[config.mk]
export PLATFORM = sky130hd
export DESIGN_NAME = char_motion_ctl
export DESIGN_NICKNAME = d
export VERILOG_FILES = /design/src/rtl/char_motion_ctl.sv
export SDC_FILE = /design/constraint.sdc
export NUM_CORES = 1
export LEC_CHECK = 0
export ABC_CLOCK_PERIOD_IN_PS = 4250
export BUFFER_PORTS_ARGS = -buffer_cell sky130_fd_sc_hd__buf_2
export CORE_MARGIN = 3
export CORE_UTILIZATION = 52
export DETAILED_ROUTE_END_ITERATION = 8
export GPL_ROUTABILITY_DRIVEN = 0
export PLACE_DENSITY = 0.69
export SETUP_SLACK_MARGIN = 0.5
export SYNTH_ARGS = -nofsm -noshare
export SYNTH_HDL_FRONTEND = slang
export SYNTH_SLANG_ARGS = --single-unit
[constraint.sdc]
create_clock -name clk -period 4.25 [get_ports clk]
set_input_delay 0 -clock clk [delete_from_list [all_inputs] [get_ports clk]]
set_output_delay 0 -clock clk [all_outputs]
set_load 0.02 [all_outputs]
[src/rtl/char_motion_ctl.sv]
// char_motion_ctl
//   Per-frame motion controller for the player sprite. Button inputs are
//   already synchronous and debounced. The frame tick is the rising edge of
//   vblnk. On each tick the sprite centre (pos_x, pos_y) takes one horizontal
//   step and one step of the vertical jump/gravity FSM. All outputs are
//   registered, so they hold steady for the rest of the frame.
//
//   Optional feature: define DOUBLE_JUMP_EN to allow one extra jump while
//   airborne. The extra jump is re-armed on landing.

module char_motion_ctl #(
  parameter int SCREEN_W      = 800,
  parameter int SCREEN_H      = 600,
  parameter int GROUND_MARGIN = 50,
  parameter int CHAR_HGT      = 26,
  parameter int CHAR_LNG      = 19,
  parameter int MOVE_STEP     = 3,
  parameter int JUMP_V0       = 12,
  parameter int GRAVITY       = 1,
  parameter int MAX_FALL      = 12
) (
  input  logic        clk,
  input  logic        rst_n,
  input  logic        vblnk,
  input  logic        btn_left,
  input  logic        btn_right,
  input  logic        btn_jump,
  output logic [11:0] pos_x,
  output logic [11:0] pos_y,
  output logic        flip_h,
  output logic        on_ground
);

  // state  | meaning
  // GROUND | standing on the ground line, waiting for a jump request
  // RISE   | moving up; velocity drops by GRAVITY each frame
  // FALL   | moving down; velocity grows up to MAX_FALL until landing

  typedef enum logic [1:0] {
    ST_GROUND = 2'd0,
    ST_RISE   = 2'd1,
    ST_FALL   = 2'd2
  } state_t;

  localparam logic [11:0]        X_RST   = 12'(SCREEN_W / 2);
  localparam logic [11:0]        Y_GND   = 12'(SCREEN_H - GROUND_MARGIN - CHAR_HGT);
  localparam logic [11:0]        Y_TOP   = 12'(CHAR_HGT);
  localparam logic signed [12:0] X_MIN_S = 13'(CHAR_LNG);
  localparam logic signed [12:0] X_MAX_S = 13'(SCREEN_W - 1 - CHAR_LNG);
  localparam logic signed [12:0] Y_TOP_S = 13'(CHAR_HGT);
  localparam logic signed [12:0] Y_GND_S = 13'(SCREEN_H - GROUND_MARGIN - CHAR_HGT);
  localparam logic signed [12:0] STEP_S  = 13'(MOVE_STEP);
  localparam logic [5:0]         V0      = 6'(JUMP_V0);
  localparam logic [5:0]         GRAV    = 6'(GRAVITY);
  localparam logic [5:0]         VMAX    = 6'(MAX_FALL);

  logic        vblnk_q;
  logic        btn_jump_q;
  logic        jump_pend;
  logic        tick;
  logic        jump_edge;
  logic        jump_req;

  state_t      state;
  state_t      state_nx;
  logic [5:0]  vel;
  logic [5:0]  vel_nx;
  logic [11:0] x_nx;
  logic [11:0] y_nx;
  logic        flip_nx;

  logic signed [12:0] x_try;
  logic signed [12:0] y_try;
  logic [6:0]         vel_up;
  logic [5:0]         vel_fall;

`ifdef DOUBLE_JUMP_EN
  logic air_jump_used;
  logic air_used_nx;
`endif

  assign tick      = vblnk & ~vblnk_q;
  assign jump_edge = btn_jump & ~btn_jump_q;
  // A button edge that lands on the tick clock counts for that tick.
  assign jump_req  = jump_pend | jump_edge;

  // Edge detectors plus the latch that holds a jump request until the next tick.
  always_ff @(posedge clk or negedge rst_n) begin
    if (!rst_n) begin
      vblnk_q    <= 1'b0;
      btn_jump_q <= 1'b0;
      jump_pend  <= 1'b0;
    end else begin
      vblnk_q    <= vblnk;
      btn_jump_q <= btn_jump;
      if (tick)
        jump_pend <= 1'b0;
      else if (jump_edge)
        jump_pend <= 1'b1;
    end
  end

  // Horizontal step. The sum is widened to 13-bit signed so it cannot wrap before the clamp.
  always_comb begin
    x_try   = $signed({1'b0, pos_x});
    flip_nx = flip_h;
    if (btn_left && !btn_right) begin
      x_try   = x_try - STEP_S;
      flip_nx = 1'b1;
    end else if (btn_right && !btn_left) begin
      x_try   = x_try + STEP_S;
      flip_nx = 1'b0;
    end
    if (x_try < X_MIN_S)
      x_nx = X_MIN_S[11:0];
    else if (x_try > X_MAX_S)
      x_nx = X_MAX_S[11:0];
    else
      x_nx = x_try[11:0];
  end

  // Next state of the vertical FSM, velocity and y for the coming tick.
  always_comb begin
    state_nx = state;
    vel_nx   = vel;
    y_nx     = pos_y;
    y_try    = $signed({1'b0, pos_y});
    vel_up   = {1'b0, vel} + {1'b0, GRAV};
    vel_fall = (vel_up > {1'b0, VMAX}) ? VMAX : vel_up[5:0];
`ifdef DOUBLE_JUMP_EN
    air_used_nx = air_jump_used;
`endif
    case (state)
      ST_GROUND: begin
        if (jump_req) begin
          state_nx = ST_RISE;
          vel_nx   = V0;
        end
      end
      ST_RISE: begin
`ifdef DOUBLE_JUMP_EN
        if (jump_req && !air_jump_used) begin
          state_nx    = ST_RISE;
          vel_nx      = V0;
          air_used_nx = 1'b1;
        end else
`endif
        begin
          y_try = $signed({1'b0, pos_y}) - $signed({7'b0, vel});
          if (y_try < Y_TOP_S) begin
            // Hit the top of the screen: stop rising and start to fall.
            y_nx     = Y_TOP;
            vel_nx   = 6'd0;
            state_nx = ST_FALL;
          end else begin
            y_nx = y_try[11:0];
            if (vel <= GRAV) begin
              vel_nx   = 6'd0;
              state_nx = ST_FALL;
            end else begin
              vel_nx = vel - GRAV;
            end
          end
        end
      end
      ST_FALL: begin
`ifdef DOUBLE_JUMP_EN
        if (jump_req && !air_jump_used) begin
          state_nx    = ST_RISE;
          vel_nx      = V0;
          air_used_nx = 1'b1;
        end else
`endif
        begin
          y_try = $signed({1'b0, pos_y}) + $signed({7'b0, vel_fall});
          if (y_try >= Y_GND_S) begin
            y_nx     = Y_GND;
            vel_nx   = 6'd0;
            state_nx = ST_GROUND;
`ifdef DOUBLE_JUMP_EN
            air_used_nx = 1'b0;
`endif
          end else begin
            y_nx   = y_try[11:0];
            vel_nx = vel_fall;
          end
        end
      end
      default: begin
        // Illegal encoding: recover by putting the sprite back on the ground.
        state_nx = ST_GROUND;
        vel_nx   = 6'd0;
        y_nx     = Y_GND;
`ifdef DOUBLE_JUMP_EN
        air_used_nx = 1'b0;
`endif
      end
    endcase
  end

  // Motion FSM and output registers. They update only on the frame tick.
  always_ff @(posedge clk or negedge rst_n) begin
    if (!rst_n) begin
      state     <= ST_GROUND;
      vel       <= 6'd0;
      pos_x     <= X_RST;
      pos_y     <= Y_GND;
      flip_h    <= 1'b0;
      on_ground <= 1'b1;
`ifdef DOUBLE_JUMP_EN
      air_jump_used <= 1'b0;
`endif
    end else if (tick) begin
      state     <= state_nx;
      vel       <= vel_nx;
      pos_x     <= x_nx;
      pos_y     <= y_nx;
      flip_h    <= flip_nx;
      on_ground <= (state_nx == ST_GROUND);
`ifdef DOUBLE_JUMP_EN
      air_jump_used <= air_used_nx;
`endif
    end
  end

endmodule

==> results of run 1 <==
[flip-flops by register name, summed over array words and instances, names as in the netlist]
register	flops
pos_x	12
flip_h	1
vel	6
pos_y	12
btn_jump_q	1
state	2
on_ground	1
vblnk_q	1
jump_pend	1
[path summary, 6_finish.rpt]
| check | from | to | depth (start not counted) |
|---|---|---|---|
| max in group asynchronous | rst_n | vel[1] | 2 |
| min in group asynchronous | rst_n | pos_x[9] | 2 |
| min | btn_right | flip_h | 3 |
| min reg2reg | flip_h | flip_h | 2 |
| max reg2reg | vel[1] | pos_y[7] | 16 |
| max | vel[1] | pos_y[7] | 16 |
[cell usage after synthesis (5+ instances only)]
master     number
nor3_1         10
clkbuf_1       11
or2_2           5
nand2b_1        7
xor2_1          8
nor4_1          8
o31ai_1         9
and3_1          6
nor2_1         36
or3_1          11
a21oi_1        26
xnor2_1        10
ha_1           24
nand2_1        39
o22ai_1         9
dfstp_2         7
inv_1          23
a2bb2oi_1       5
a31oi_1         8
and2_1          8
o21ai_0        23
nand3_1         8
dfrtp_1        30
nor2b_1         5
[cell families (layout without fill, tap and decap cells)]
family                   Yosys count  count (layout)  synth area share (%)
AND/OR/NAND/NOR                  168             168                  25.6
flip-flops                        37              37                  26.1
AO/OA/AOI/OAI                    142             142                  28.2
multiplexers                       4               4                  1.19
other                              1               2                 0.105
adder cells (fa/ha/maj)           26              26                  9.49
XOR/XNOR                          18              18                  4.40
buffers and inverters             41              86                  4.96
[worst reg2reg max path, cell delays in order (launching register included)]
cell and delay, ns:
dfrtp_2 0.44, ha_4 0.21, nand2_4 0.08, a21o_1 0.22
a31oi_4 0.20, a31oi_4 0.07, a211o_1 0.36, ha_4 0.28
a21o_4 0.24, a31oi_4 0.19, a211oi_2 0.08, nor4b_2 0.35
a41oi_2 0.18, or2_4 0.29, buf_4 0.14, a2bb2oi_1 0.14
o221ai_1 0.19
[metal layers]
metal / up-vias / routed length (um)
met3: 29 / 769
met1: 1768 / 4760
li1: 1750 / -
met5: - / 0
met4: 0 / 201
met2: 181 / 4780
[per-stage QoR]
stage	instance area [sq um]	setup slack [ns]	hold slack (ns)	util, %	cells
CTS	4030	0.493	0.00781	61.7	549
finish	4280	0.495	0.0249	65.5	560
detailed placement	3790	0.212	0.130	58.1	534
global route	4280	0.409	0.0421	65.5	560
floorplan	3590	0.506	-0.296	-	438
global placement	3790	0.353	0.124	58.1	534
[timing repair]
| item | in CTS | in global routing |
|---|---|---|
| pin swaps | 5 | 21 |
| resized for setup | 14 | 32 |
| endpoints found under the hold margin | 32 | 0 |
| hold buffers | 3 | 0 |
| setup buffers | 4 | 11 |
| setup endpoints to repair | 17 | 17 |
[layout make-up]
class	instances	share of cell area (%)
repair buffers	55	8.10
multi-input cells	360	63.0
inverters	23	2.02
well taps	77	2.25
flip-flops and latches	37	21.9
clock buffers	5	1.61
clock inverters	3	1.02
==> flow_summary.yaml, run 1 <==
outcome:
  status: "completed"
logic_synthesis:
  ys_seq_area_share_pct: 26.1
  synth_edf_count: 0
  ys_types: 78
  ys_warn_count: 0
  synth_area_leader_cell: "dfrtp_1"
  synth.avg_cell_area_sq_um: 8.20
  netlist_top_cells_area: "dfrtp_1 21%, ha_1 8.4%, dfstp_2 5.1%, nand2_1 4.1%, nor2_1 3.8%"
  synth-seq-cells: 37
  synth_top_area_share_pct: 20.9
  netlist_area_sq_um: 3580
  syn_inst: 437
  yosys_most_used_dff: "dfrtp_1"
  async_flop_share_pct: 100
clock_network:
  clk_pin_slew_worst_paths_ns: 0.08
  clk_latency_ns: 0.31
  numCtsBuffers: 5
  cts_tree: "yes"
  cts-root-buf: "clkbuf_8"
  cts.sinks: 37
  clock_path_buffers: 2
  h-tree-depth: 2
sta:
  final_max_slew_viol_count: 0
  final_hold_viol_count: 0
  min_period_ns: 3.75
  period_share_pct: 88.3
  slew_headroom_pct: 44.8
  skew_ns: 0.00552
  rsz0062_at_grt: "no"
  finalSetupViolCount: 0
  setup-tns-final_ns: 0
  tightest_slew_ns: 0.828
  fmax_mhz: 266
global_route:
  grt_pass1_vias: 3335
  use_met1_pct: 37.3
  antenna_found_initial: 0
  grt_overflow: 0
  grt_pass1_wl_mm: 16.3
  use_met3_pct: 4.61
  gr-max-usage-layer: "met2"
  grt_use_total_pct: 26.0
  grtUsageMet2_pct: 41.2
  grt_max_degree: 38
worst_setup_path:
  critPathLaunchType: "register"
  cp_top_family: "compound AO/OA/AOI/OAI gates"
  required_ns: 4.46
  reg2reg_slack_ns: 0.50
  end_kind: "register"
  cp_max_fo: 6
  path_common_cell: "a31oi_4"
  cp_cell_sequence: "ha_4, nand2_4, a21o_1, a31oi_4, a31oi_4, a211o_1, ha_4, a21o_4, a31oi_4, a211oi_2, nor4b_2, a41oi_2, or2_4, buf_4, a2bb2oi_1, o221ai_1"
  crit_type: "reg2reg"
  crit_buf_inv: 1
  critical-path-slowest-cell: "dfrtp_2"
  max_stage_delay_ns: 0.44
  cp_data_arrival_time_ns: 3.97
floorplanning:
  io_pins: 32
  initial_utilization_pct: 54.9
  die_h_um: 89.0
  num_rows: 29
  die_area_sq_um: 7930
  core_area_sq_um: 6530
  die_w_um: 89.0
worst_hold_path:
  hold_path_class: "in2reg"
route:
  drtIter0Drc: 399
  vias_per_cell: 6.66
  drc: 0
  vias: 3728
  wirelength_mm: 10.5
  wl_per_cell_um: 18.8
  firstDrtPassIters: 5
  ant_nets: 0
layout:
  seq_area_sq_um: 938
  insertedDiodeCount: 0
  layout_common_cells: "38 x nand2_1, 35 x nor2_1, 31 x buf_2"
  drive_above_1_share_pct: 23.4
  multi_input_area_sq_um: 2700
  area_delta_synth_final_pct: 19.3
  fin_nets: 514
  final_common_cell: "nand2_1"
  fill_cells: 549
placed_design:
  hpwl_mm: 7.27
  port_buffers: 31
run:
  max_cap_viol_count: 0
Power of run 1 is not shown: default switching activity piles up to over one toggle a cycle in this logic, so the estimate is an artifact.
==> run 2: changes to the inputs <==
Settings changed: CELL_PAD_IN_SITES_DETAIL_PLACEMENT set to 1, CELL_PAD_IN_SITES_GLOBAL_PLACEMENT set to 1, CORE_UTILIZATION 52 to 46, PLACE_DENSITY 0.69 to 0.79.
==> run 2 against run 1 <==
Against the previous run: cell count grew 4.6%; critical path depth shrank 1; utilization shrank 6.8 points; global-route usage grew 0.35 points; clock-buffer cell count is the same; sequential share of layout area shrank 0.34 points; die area grew 12%; clock skew grew 0.0022 ns; flip-flop and latch count is the same; non-clock buffer count grew 4; first-iteration DRC count shrank 37%; via count grew 3.6%; critical path type unchanged; largest cell class unchanged.
==> flow_summary.yaml, run 2 (synthesis gave the netlist of run 1 again) <==
outcome:
  status: "completed"
floorplanning:
  die_w_um: 94.3
  num_rows: 31
  die_area_sq_um: 8890
  core_area_sq_um: 7410
  die_h_um: 94.3
  io_pins: 32
  initial_utilization_pct: 48.4
global_route:
  grt_use_total_pct: 26.4
  grt_pass1_vias: 3739
  antenna_found_initial: 0
  grt_max_degree: 38
  grt_overflow: 0
  grt_pass1_wl_mm: 18.9
route:
  wl_per_cell_um: 21.8
  firstDrtPassIters: 5
  drc: 0
  vias: 3861
  ant_nets: 0
  wirelength_mm: 12.8
  vias_per_cell: 6.59
  drtIter0Drc: 251
placed_design:
  hpwl_mm: 8.51
  port_buffers: 31
worst_hold_path:
  hold_path_startpoint: "btn_right"
  holdPathEnd: "flip_h"
  hold_depth: 3
  hold_path_class: "in2reg"
clock_network:
  clk_latency_ns: 0.30
  cts-root-buf: "clkbuf_8"
  clock_path_buffers: 2
  cts_tree: "yes"
  clk_pin_slew_worst_paths_ns: 0.09
  cts.sinks: 37
  h-tree-depth: 2
  numCtsBuffers: 5
worst_setup_path:
  cp_data_arrival_time_ns: 4.01
  worstRegToRegCells: 15
  rr_startpoint: "vel[4]"
  crit_type: "reg2reg"
  critPathLaunchType: "register"
  end_kind: "register"
  required_ns: 4.46
  cp_max_fo: 5
  reg2reg_to: "pos_y[8]"
  reg2reg_slack_ns: 0.46
sta:
  tightest_slew_ns: 0.852
  min_period_ns: 3.79
  period_share_pct: 89.2
  rsz0062_at_grt: "yes"
  fmax_mhz: 264
  final_max_slew_viol_count: 0
  skew_ns: 0.00768
  finalSetupViolCount: 0
  final_hold_viol_count: 0
  slew_headroom_pct: 43.2
  setup-tns-final_ns: 0
layout:
  layout_common_cells: "37 x nand2_1, 32 x nor2_1, 31 x buf_2"
  fin_nets: 518
  final_common_cell: "nand2_1"
  area_delta_synth_final_pct: 21.3
  multi_input_area_sq_um: 2720
  reg_top3: "pos_x x12, pos_y x12, vel x6"
  fill_cells: 898
  drive_above_1_share_pct: 26.3
  seq_area_sq_um: 940
  insertedDiodeCount: 0
run:
  max_cap_viol_count: 0
[run 2: worst max-delay path by stage]
stage,start,to,slack (ns)
2_1_floorplan,vel[0],pos_y[8],0.51
3_3_place_gp,vel[1],pos_y[8],0.28
3_5_place_dp,vel[1],pos_y[8],0.19
4_1_cts,vel[0],pos_y[8],0.51
5_1_grt,vel[4],pos_y[8],0.33
6_report,vel[4],pos_y[8],0.46
[run 2: critical path, cell delays in order, from the launching register on]
cell      delay [ns]
dfrtp_1         0.47
inv_1           0.18
nor3_4          0.31
o21bai_1        0.14
a21oi_2         0.21
and2_4          0.18
ha_2            0.19
fa_2            0.23
a21o_4          0.16
a31oi_4         0.12
or3_1           0.39
a221oi_2        0.27
a41oi_2         0.10
or2_4           0.30
o32a_1          0.29
o211ai_1        0.17
[run 2: routing by layer]
| metal | up-vias | wire length (um) | global-route usage, % |
|---|---|---|---|
| li1 | 1744 | - | - |
| met1 | 1936 | 5640 | 36.7 |
| met2 | 141 | 6170 | 42.6 |
| met3 | 40 | 619 | 3.85 |
| met4 | 0 | 365 | 6.98 |
| met5 | - | 0 | 0 |
[run 2: stage by stage]
step / cells / worst slack (ns) / cell area [sq um] / util (%) / hold WS, ns
CTS: 574 / 0.508 / 4090 / 55.1 / 0.0346
global route: 586 / 0.332 / 4350 / 58.7 / 0.0642
global placement: 555 / 0.280 / 3810 / 51.5 / 0.127
finish: 586 / 0.457 / 4350 / 58.7 / 0.0333
floorplan: 438 / 0.506 / 3590 / - / -0.296
detailed placement: 555 / 0.193 / 3810 / 51.5 / 0.132
[run 2: final cells by class]
class,count,share of cell area [%]
Clock buffer,5,1.58
Tap cell,99,2.85
Sequential cell,37,21.6
Timing Repair Buffer,59,9.03
Inverter,23,1.99
Multi-Input combinational cell,360,62.5
Clock inverter,3,0.489
[run 2: timing repair]
action                     in CTS  in global routing
pin swaps                       6                 23
resized for setup              18                 40
hold buffers                    3                  0
setup buffers                   8                 12
hold endpoints to repair       32                  0
setup endpoints to repair      15                 16
Power of run 2 is left out for the same reason.
==> run 3: changes to the inputs <==
--- a/config.mk
+++ b/config.mk
@@ -6,13 +6,13 @@
 export NUM_CORES = 1
 export LEC_CHECK = 0
-export ABC_CLOCK_PERIOD_IN_PS = 4250
+export ABC_CLOCK_PERIOD_IN_PS = 4700
 export BUFFER_PORTS_ARGS = -buffer_cell sky130_fd_sc_hd__buf_2
 export CELL_PAD_IN_SITES_DETAIL_PLACEMENT = 1
 export CELL_PAD_IN_SITES_GLOBAL_PLACEMENT = 1
 export CORE_MARGIN = 3
-export CORE_UTILIZATION = 46
+export CORE_UTILIZATION = 49
 export DETAILED_ROUTE_END_ITERATION = 8
 export GPL_ROUTABILITY_DRIVEN = 0
-export PLACE_DENSITY = 0.79
+export PLACE_DENSITY = 0.84
 export SETUP_SLACK_MARGIN = 0.5
 export SYNTH_ARGS = -nofsm -noshare
==> constraint.sdc (replaced) <==
create_clock -name clk -period 4.7 [get_ports clk]
set_input_delay 0.705 -clock clk [delete_from_list [all_inputs] [get_ports clk]]
set_output_delay 0.705 -clock clk [all_outputs]
set_load 0.02 [all_outputs]
==> run 3 against run 2 <==
Against the previous run: first-iteration DRC count down 24%; critical path depth down 1; fmax down 9.2%; largest cell class unchanged.
==> flow_summary.yaml, run 3 (synthesis gave the netlist of run 1 again) <==
global_route:
  grt_pass1_vias: 3638
  grt_overflow: 0
  grt_pass1_wl_mm: 18.3
  antenna_found_initial: 0
  grt_max_degree: 38
  grt_use_total_pct: 26.8
sta:
  final_hold_viol_count: 0
  layout_setup_ws_ns: 0.524
  period_share_pct: 88.8
  final_max_slew_viol_count: 0
  fmax_mhz: 239
  finalSetupViolCount: 0
  slew_headroom_pct: 40.1
  rsz0062_at_grt: "yes"
  skew_ns: 0.0101
  setup-tns-final_ns: 0
  tightest_slew_ns: 0.898
  min_period_ns: 4.18
clock_network:
  cts_tree: "yes"
  clock_path_buffers: 2
  clk_pin_slew_worst_paths_ns: 0.08
  cts-root-buf: "clkbuf_8"
  cts.sinks: 37
  numCtsBuffers: 5
  clk_latency_ns: 0.30
  h-tree-depth: 2
  cts.hold.buffers_added: 0
worst_setup_path:
  path_depth: 14
  cp_data_arrival_time_ns: 4.38
  critPathLaunchType: "register"
  cp_top_family: "compound AO/OA/AOI/OAI gates"
  required_ns: 4.90
  cp_max_fo: 10
  crit_buf_inv: 0
  critical-path-slowest-cell: "dfrtp_2"
  end_kind: "register"
  crit_type: "reg2reg"
  cp_cell_sequence: "ha_1, or2_2, a31oi_1, a31oi_1, a211o_1, ha_4, a21o_1, a31oi_4, or3_1, a221oi_1, a41oi_2, or2_2, o32a_1, o211ai_1"
  worstRegToRegCells: 14
  max_stage_delay_ns: 0.48
layout:
  insertedDiodeCount: 0
  utilization_pct: 56.7
  drive_above_1_share_pct: 15.8
  fin_nets: 494
  reg_top3: "pos_x x12, pos_y x12, vel x6"
  final_common_cell: "nand2_1"
  fill_cells: 881
  finish.cell_count_without_fillers: 558
  layout_common_cells: "39 x nand2_1, 36 x nor2_1, 31 x buf_2"
  area_delta_synth_final_pct: 9.81
pwr:
  p_per_area_nw_per_um2: 870
  vdd_drop_max_mv: 0.402
  p_leak_nw: 1.67
route:
  wl_per_cell_um: 20.7
  wirelength_mm: 11.5
  vias_per_cell: 6.59
  ant_nets: 0
  vias: 3679
  drtIter0Drc: 191
  drc: 0
  firstDrtPassIters: 5
floorplanning:
  core_area_sq_um: 6940
  die_h_um: 91.5
  initial_utilization_pct: 51.6
  die_area_sq_um: 8380
  io_pins: 32
  die_w_um: 91.5
  num_rows: 30
placed_design:
  dpl_worst_slack_ns: 0.508
  dp_cells: 550
  hpwl_mm: 8.42
  port_buffers: 31
run:
  max_cap_viol_count: 0
outcome:
  status: "completed"
worst_hold_path:
  hold_path_class: "in2async"
[run 3: path summary, 6_finish.rpt]
path,start,to,slack [ns]
max,vel[0],pos_y[8],0.52
min,rst_n,pos_x[11],0.52
max reg2reg,vel[0],pos_y[8],0.52
min reg2reg,flip_h,flip_h,0.53
max in group asynchronous,rst_n,vel[1],3.55
min in group clk,btn_jump,btn_jump_q,0.52
[run 3: final cells by class]
type                            instances  area, sq um  share of cell area, %
Sequential cell                        37          938                   23.8
Tap cell                               96          120                   3.05
Clock inverter                          1         5.00                  0.127
Multi-Input combinational cell        360         2530                   64.2
Timing Repair Buffer                   35          185                   4.70
Inverter                               23         86.3                   2.19
Clock buffer                            6         72.6                   1.84
[run 3: report_power, final]
part           switching [W]  leakage [nW]  internal, W
sequential          0.000233         0.460     0.000435
combinational        0.00155          1.16     0.000989
clock               0.000118        0.0410     0.000101
total                0.00190          1.67      0.00153
[run 3: per-layer routing]
layer | vias up | wire length [um] | GRT usage [%] | share of wire (%)
met3 | 17 | 559 | 3.23 | 4.8
met2 | 123 | 5490 | 43.5 | 48
met1 | 1843 | 5320 | 38.0 | 46
li1 | 1696 | - | - | -
met5 | - | 0 | 0 | 0
met4 | 0 | 160 | 6.28 | 1.4
[run 3: what timing repair did]
item                       CTS  global route
hold endpoints to repair     0             0
buffers inserted             0             1
pin swaps                    0             1
resized for setup            1            10
setup endpoints to repair    1            16
[run 3: per-stage QoR]
stage / instance area, sq um / power [W] / hold WS [ns]
finish: 3940 / 0.00343 / 0.517
global route: 3940 / 0.00368 / 0.528
CTS: 3880 / 0.00323 / 0.524
detailed placement: 3790 / 0.00299 / 0.512
global placement: 3790 / 0.00289 / 0.496
floorplan: 3590 / 0.00239 / 0.409
No activity file was read; power rests on OpenSTA's default activity.
